$ cat config.mk
export PLATFORM = sky130hd
export DESIGN_NAME = rtype_control_seq
export DESIGN_NICKNAME = d
export VERILOG_FILES = /design/src/rtl/rtype_control_seq.sv
export SDC_FILE = /design/constraint.sdc
export NUM_CORES = 1
export LEC_CHECK = 0
export ABC_CLOCK_PERIOD_IN_PS = 3700
export BUFFER_PORTS_ARGS = -buffer_cell sky130_fd_sc_hd__buf_2
export CAP_MARGIN = 10
export CORE_UTILIZATION = 36
export DETAILED_ROUTE_END_ITERATION = 16
export GPL_TIMING_DRIVEN = 1
export PLACE_DENSITY = 0.85
export SLEW_MARGIN = 20
export SYNTH_ARGS = -nofsm -noshare
export SYNTH_HDL_FRONTEND = slang
export SYNTH_SLANG_ARGS = --single-unit
$ cat constraint.sdc
create_clock -name Clock -period 3.7 [get_ports Clock]
set_input_delay 0 -clock Clock [delete_from_list [all_inputs] [get_ports Clock]]
set_output_delay 0 -clock Clock [all_outputs]
set_load 0.01 [all_outputs]
$ cat src/rtl/rtype_control_seq.sv
// Control-step sequencer for one three-register ALU instruction.
// Fetch is T0-T2 (with memory wait states in W1) and execute is T3-T5, with halt and illegal-register traps.
module rtype_control_seq #(
    parameter int unsigned     DATA_W      = 32,
    parameter int unsigned     NUM_REGS    = 16,
    parameter int unsigned     REG_FIELD_W = 4,
    parameter int unsigned     OP_W        = 5,
    parameter logic [OP_W-1:0] HALT_OP     = 5'b11011
) (
    input  logic                Clock,
    input  logic                Clear,
    input  logic                Run,
    input  logic                MemReady,
    input  logic [DATA_W-1:0]   IR,
    output logic                PCout,
    output logic                MARin,
    output logic                IncPC,
    output logic                ZHighin,
    output logic                ZLowin,
    output logic                ZLowout,
    output logic                PCin,
    output logic                Read,
    output logic                MDRin,
    output logic                MDRout,
    output logic                IRin,
    output logic                Yin,
    output logic [NUM_REGS-1:0] Rin,
    output logic [NUM_REGS-1:0] Rout,
    output logic [OP_W-1:0]     AluOp,
    output logic [3:0]          Step,
    output logic                Done,
    output logic                Halted,
    output logic                Error
);

    typedef enum logic [3:0] {
        S_IDLE = 4'd0,
        S_T0   = 4'd1,
        S_T1   = 4'd2,
        S_W1   = 4'd3,
        S_T2   = 4'd4,
        S_T3   = 4'd5,
        S_T4   = 4'd6,
        S_T5   = 4'd7,
        S_HALT = 4'd8
    } state_t;

    localparam int unsigned RA_HI  = DATA_W - OP_W - 1;
    localparam int unsigned RB_HI  = RA_HI - REG_FIELD_W;
    localparam int unsigned RC_HI  = RB_HI - REG_FIELD_W;
    localparam int unsigned LOW_HI = RC_HI - REG_FIELD_W;

    state_t                 r_state;
    logic                   r_error;

    logic [OP_W-1:0]        w_op;
    logic [REG_FIELD_W-1:0] w_ra;
    logic [REG_FIELD_W-1:0] w_rb;
    logic [REG_FIELD_W-1:0] w_rc;
    logic                   w_halt;
    logic                   w_illegal;
    logic                   w_unused_ir;

    assign w_op        = IR[DATA_W-1 -: OP_W];
    assign w_ra        = IR[RA_HI -: REG_FIELD_W];
    assign w_rb        = IR[RB_HI -: REG_FIELD_W];
    assign w_rc        = IR[RC_HI -: REG_FIELD_W];
    assign w_unused_ir = ^IR[LOW_HI:0];

    assign w_halt    = (w_op == HALT_OP);
    assign w_illegal = (32'(w_ra) >= NUM_REGS) || (32'(w_rb) >= NUM_REGS)
                    || (32'(w_rc) >= NUM_REGS);

    // Out-of-range fields decode to all-zero, so Rin/Rout can never carry a stray bit.
    function automatic logic [NUM_REGS-1:0] onehot(input logic [REG_FIELD_W-1:0] idx);
        logic [NUM_REGS-1:0] v;
        v = '0;
        for (int unsigned i = 0; i < NUM_REGS; i++) begin
            if (32'(idx) == i) v[i] = 1'b1;
        end
        return v;
    endfunction

    always_ff @(posedge Clock or posedge Clear) begin
        if (Clear) begin
            r_state <= S_IDLE;
            r_error <= 1'b0;
        end else begin
            case (r_state)
                S_IDLE: begin
                    if (Run) begin
                        r_state <= S_T0;
                        r_error <= 1'b0;
                    end
                end
                S_T0: r_state <= S_T1;
                S_T1: r_state <= MemReady ? S_T2 : S_W1;
                S_W1: r_state <= MemReady ? S_T2 : S_W1;
                S_T2: r_state <= S_T3;
                S_T3: begin
                    if (w_halt) begin
                        r_state <= S_HALT;
                    end else if (w_illegal) begin
                        r_state <= S_IDLE;
                        r_error <= 1'b1;
                    end else begin
                        r_state <= S_T4;
                    end
                end
                S_T4:    r_state <= S_T5;
                S_T5:    r_state <= Run ? S_T0 : S_IDLE;
                S_HALT:  r_state <= S_HALT;
                default: r_state <= S_IDLE;
            endcase
        end
    end

    // IR is loaded by the datapath on the edge that leaves T2, so the execute steps
    // read the field selects live from IR rather than from a copy taken earlier.
    always_comb begin
        PCout   = 1'b0;
        MARin   = 1'b0;
        IncPC   = 1'b0;
        ZHighin = 1'b0;
        ZLowin  = 1'b0;
        ZLowout = 1'b0;
        PCin    = 1'b0;
        Read    = 1'b0;
        MDRin   = 1'b0;
        MDRout  = 1'b0;
        IRin    = 1'b0;
        Yin     = 1'b0;
        Rin     = '0;
        Rout    = '0;
        AluOp   = '0;
        Done    = 1'b0;
        case (r_state)
            S_T0: begin
                PCout   = 1'b1;
                MARin   = 1'b1;
                IncPC   = 1'b1;
                ZLowin  = 1'b1;
                ZHighin = 1'b1;
            end
            S_T1: begin
                ZLowout = 1'b1;
                PCin    = 1'b1;
                Read    = 1'b1;
                MDRin   = 1'b1;
            end
            S_W1: begin
                Read  = 1'b1;
                MDRin = 1'b1;
            end
            S_T2: begin
                MDRout = 1'b1;
                IRin   = 1'b1;
            end
            S_T3: begin
                if (!w_halt && !w_illegal) begin
                    Rout = onehot(w_rb);
                    Yin  = 1'b1;
                end
            end
            S_T4: begin
                Rout    = onehot(w_rc);
                ZLowin  = 1'b1;
                ZHighin = 1'b1;
                AluOp   = w_op;
            end
            S_T5: begin
                ZLowout = 1'b1;
                Rin     = onehot(w_ra);
                Done    = 1'b1;
            end
            default: ;
        endcase
    end

    assign Step   = r_state;
    assign Halted = (r_state == S_HALT);
    assign Error  = r_error;

endmodule

==> flow_summary.ini <==
[pwr]
power.density_nw_per_um2 = 470
irDropWorstVdd_mv = 0.260
p_leak_nw = 0.651

[grt]
antenna_found_initial = 0
grt_max_degree = 13
grt_use_total = 0.212
grt_pass1_vias = 1033
grt_overflow = 0
grt_pass1_wl_um = 4230

[detailed_routing]
ant_nets = 0
drt-pass1-iter-count = 5
drt_iter0_markers = 53
routedWlPerCell_um = 11.8
viasPerCell = 5.41
vias = 1191
drc_errors = 0
finalWirelength_um = 2600

[logic_synthesis]
syn_area_per_cell_um2 = 6.57
syn_nets = 160
ys_seq_area_frac = 0.123
netlist_instances = 124
synth-seq-cells = 4
ys_warn_count = 0
synth_area_um2 = 815
synth_cell_types = 33

[die]
design.core.area_um2 = 2040
start_util = 0.399
die_area_um2 = 2460
row_count = 16
die_w_um = 49.6
die_h_um = 49.6
io_pins = 92

[critical_path]
cp.depth = 4
max_stage_delay_ns = 0.46
path_class = flip-flop to output pin
crit_path_end_kind = output pin
reg2reg_depth = 3
worst_ep_required_time_ns = 3.70
crit_buf_inv = 1
crit_arrival_ns = 1.74
crit_chain = and4bb_2 > o21ai_2 > o32ai_2 > buf_2
cp_slowest_cell = dfrtp_1
path_max_fanout = 12
cp-start-kind = flip-flop
cp_top_family = compound AO/OA/AOI/OAI gates

[sta]
rsz0062_at_grt = false
fmax_ghz = 0.576
fin_hold_ws_ns = 0.146
setup_viol = 0
slew_viol_final = 0
setup_tns_ns = 0
period_needed_ns = 1.74
finalClockSkew_ns = 0.00831
hold_violations = 0
min_period_over_period = 0.470

[finish]
drive_above_1_share = 0.466
utilization = 0.579
final_nets = 231
largest_reg_flops = 4
area_growth_pct = 45.2
antenna_cells = 0
design_area_um2 = 1180

[cts]
cts_tree = yes
post-cts-setup-buffers = 0
cts.sinks = 4
clockBufferDepth = 2
clk_latency_ns = 0.24
numCtsBuffers = 3
clockRootBuffer = clkbuf_4
htreeDepth = 1
clk_pin_slew_ns = 0.04

[place]
finalWeightedCongestion = 0.816
hpwl_um = 2080
place_area_um2 = 1150
port_buffers = 75

[job]
maxCapViolCount = 0

[min_path]
hold_path_depth = 4
holdCritPathClass = primary input to flip-flop

[status]
outcome = complete, no violations
[repair_timing]
| item | 4_1_cts | 5_1_grt |
|---|---|---|
| hold buffers | 1 | 0 |
| endpoints found under the hold margin | 4 | 0 |
| gates resized for setup | 0 | 0 |
[logic make-up (layout without fill, tap and decap cells)]
kind of cell	Yosys count	after routing	synth area share
buffers and inverters	16	85	0.118
AOI/OAI and AO/OA	28	28	0.252
other	1	1	0.00460
and+or+nand+nor	75	75	0.502
DFF	4	4	0.123
[placed cells by master, fill, tap and decap left out, types with 2 or more instances in the layout]
cell / netlist / final
buf_2: 2 / 75
nor2_1: 20 / 20
nand2_1: 15 / 15
o22ai_1: 13 / 13
nand2b_1: 7 / 7
inv_1: 6 / 6
nand3_1: 5 / 5
dfrtp_1: 4 / 4
nand3b_1: 4 / 4
and2_1: 4 / 4
nor2b_1: 4 / 4
o211ai_1: 4 / 4
or2_2: 3 / 3
o32ai_1: 3 / 3
nor3_1: 3 / 3
clkbuf_4: 0 / 3
and4bb_2: 2 / 2
a21o_1: 2 / 2
a21oi_1: 2 / 2
[Yosys cell counts]
cell type	count	area share
a21o_1	2	0.018
a21oi_1	2	0.012
a31o_2	1	0.011
and2_1	4	0.031
and4b_1	1	0.012
and4bb_2	2	0.031
buf_2	2	0.012
buf_4	7	0.065
buf_6	1	0.014
conb_1	1	0.0046
dfrtp_1	4	0.12
inv_1	6	0.028
nand2_1	15	0.069
nand2_2	1	0.0077
nand2b_1	7	0.054
nand3_1	5	0.031
nand3_2	1	0.012
nand3b_1	4	0.037
nand4b_1	1	0.011
nor2_1	20	0.092
nor2b_1	4	0.031
nor3_1	3	0.018
nor3_2	1	0.012
nor3b_1	1	0.0092
nor4_1	1	0.0077
o211ai_1	4	0.037
o21ai_2	1	0.011
o221ai_1	1	0.011
o22ai_1	13	0.10
o32ai_1	3	0.032
o32ai_2	1	0.020
or2_2	3	0.023
or4_4	1	0.014
[path summary, 6_finish.rpt]
kind | endpoint | startpoint | slack, ns
worst max-delay path | Rout[15] | Step[1] | 1.96
worst min-delay path | Step[0] | Run | 0.15
worst max register to register | Step[3] | Step[0] | 2.40
worst min register to register | Step[0] | Step[3] | 0.61
max in group asynchronous | Step[3] | Clear | 3.35
min in group asynchronous | Step[1] | Clear | 0.19
[area by class of cell]
class | instances | area (um^2)
Inverter | 6 | 22.5
Sequential cell | 4 | 100
Tap cell | 27 | 33.8
Multi-Input combinational cell | 104 | 618
Fill cell | 226 | 860
Clock buffer | 3 | 22.5
Timing Repair Buffer | 76 | 385
[worst min-delay path, cell delays in order]
cell and delay (ns):
buf_2 0.10, nand2b_1 0.06, a21o_1 0.10, a21oi_1 0.07
[where the power goes]
group	internal, mW	total (mW)	switching, mW
Clock	0.0363	0.0549	0.0186
Sequential	0.0619	0.103	0.0410
Combinational	0.168	0.398	0.230
Total	0.266	0.556	0.290
[metrics by stage]
step / std cells / total power, mW / worst slack [ns]
final: 220 / 0.556 / 1.96
after global routing: 220 / 0.610 / 1.82
after CTS: 220 / 0.561 / 1.95
after detailed placement: 216 / 0.499 / 2.22
after global placement: 216 / 0.494 / 2.23
after floorplan: 124 / 0.405 / 2.30
[per-layer routing]
layer  GRT usage  vias to the layer above  wire length, um
li1            -                      584                -
met4      0.0524                        0               13
met2       0.410                       89             1280
met5           0                        -                0
met3      0.0370                        2              284
met1       0.232                      516             1010
Power figures use the tool's default switching activity.
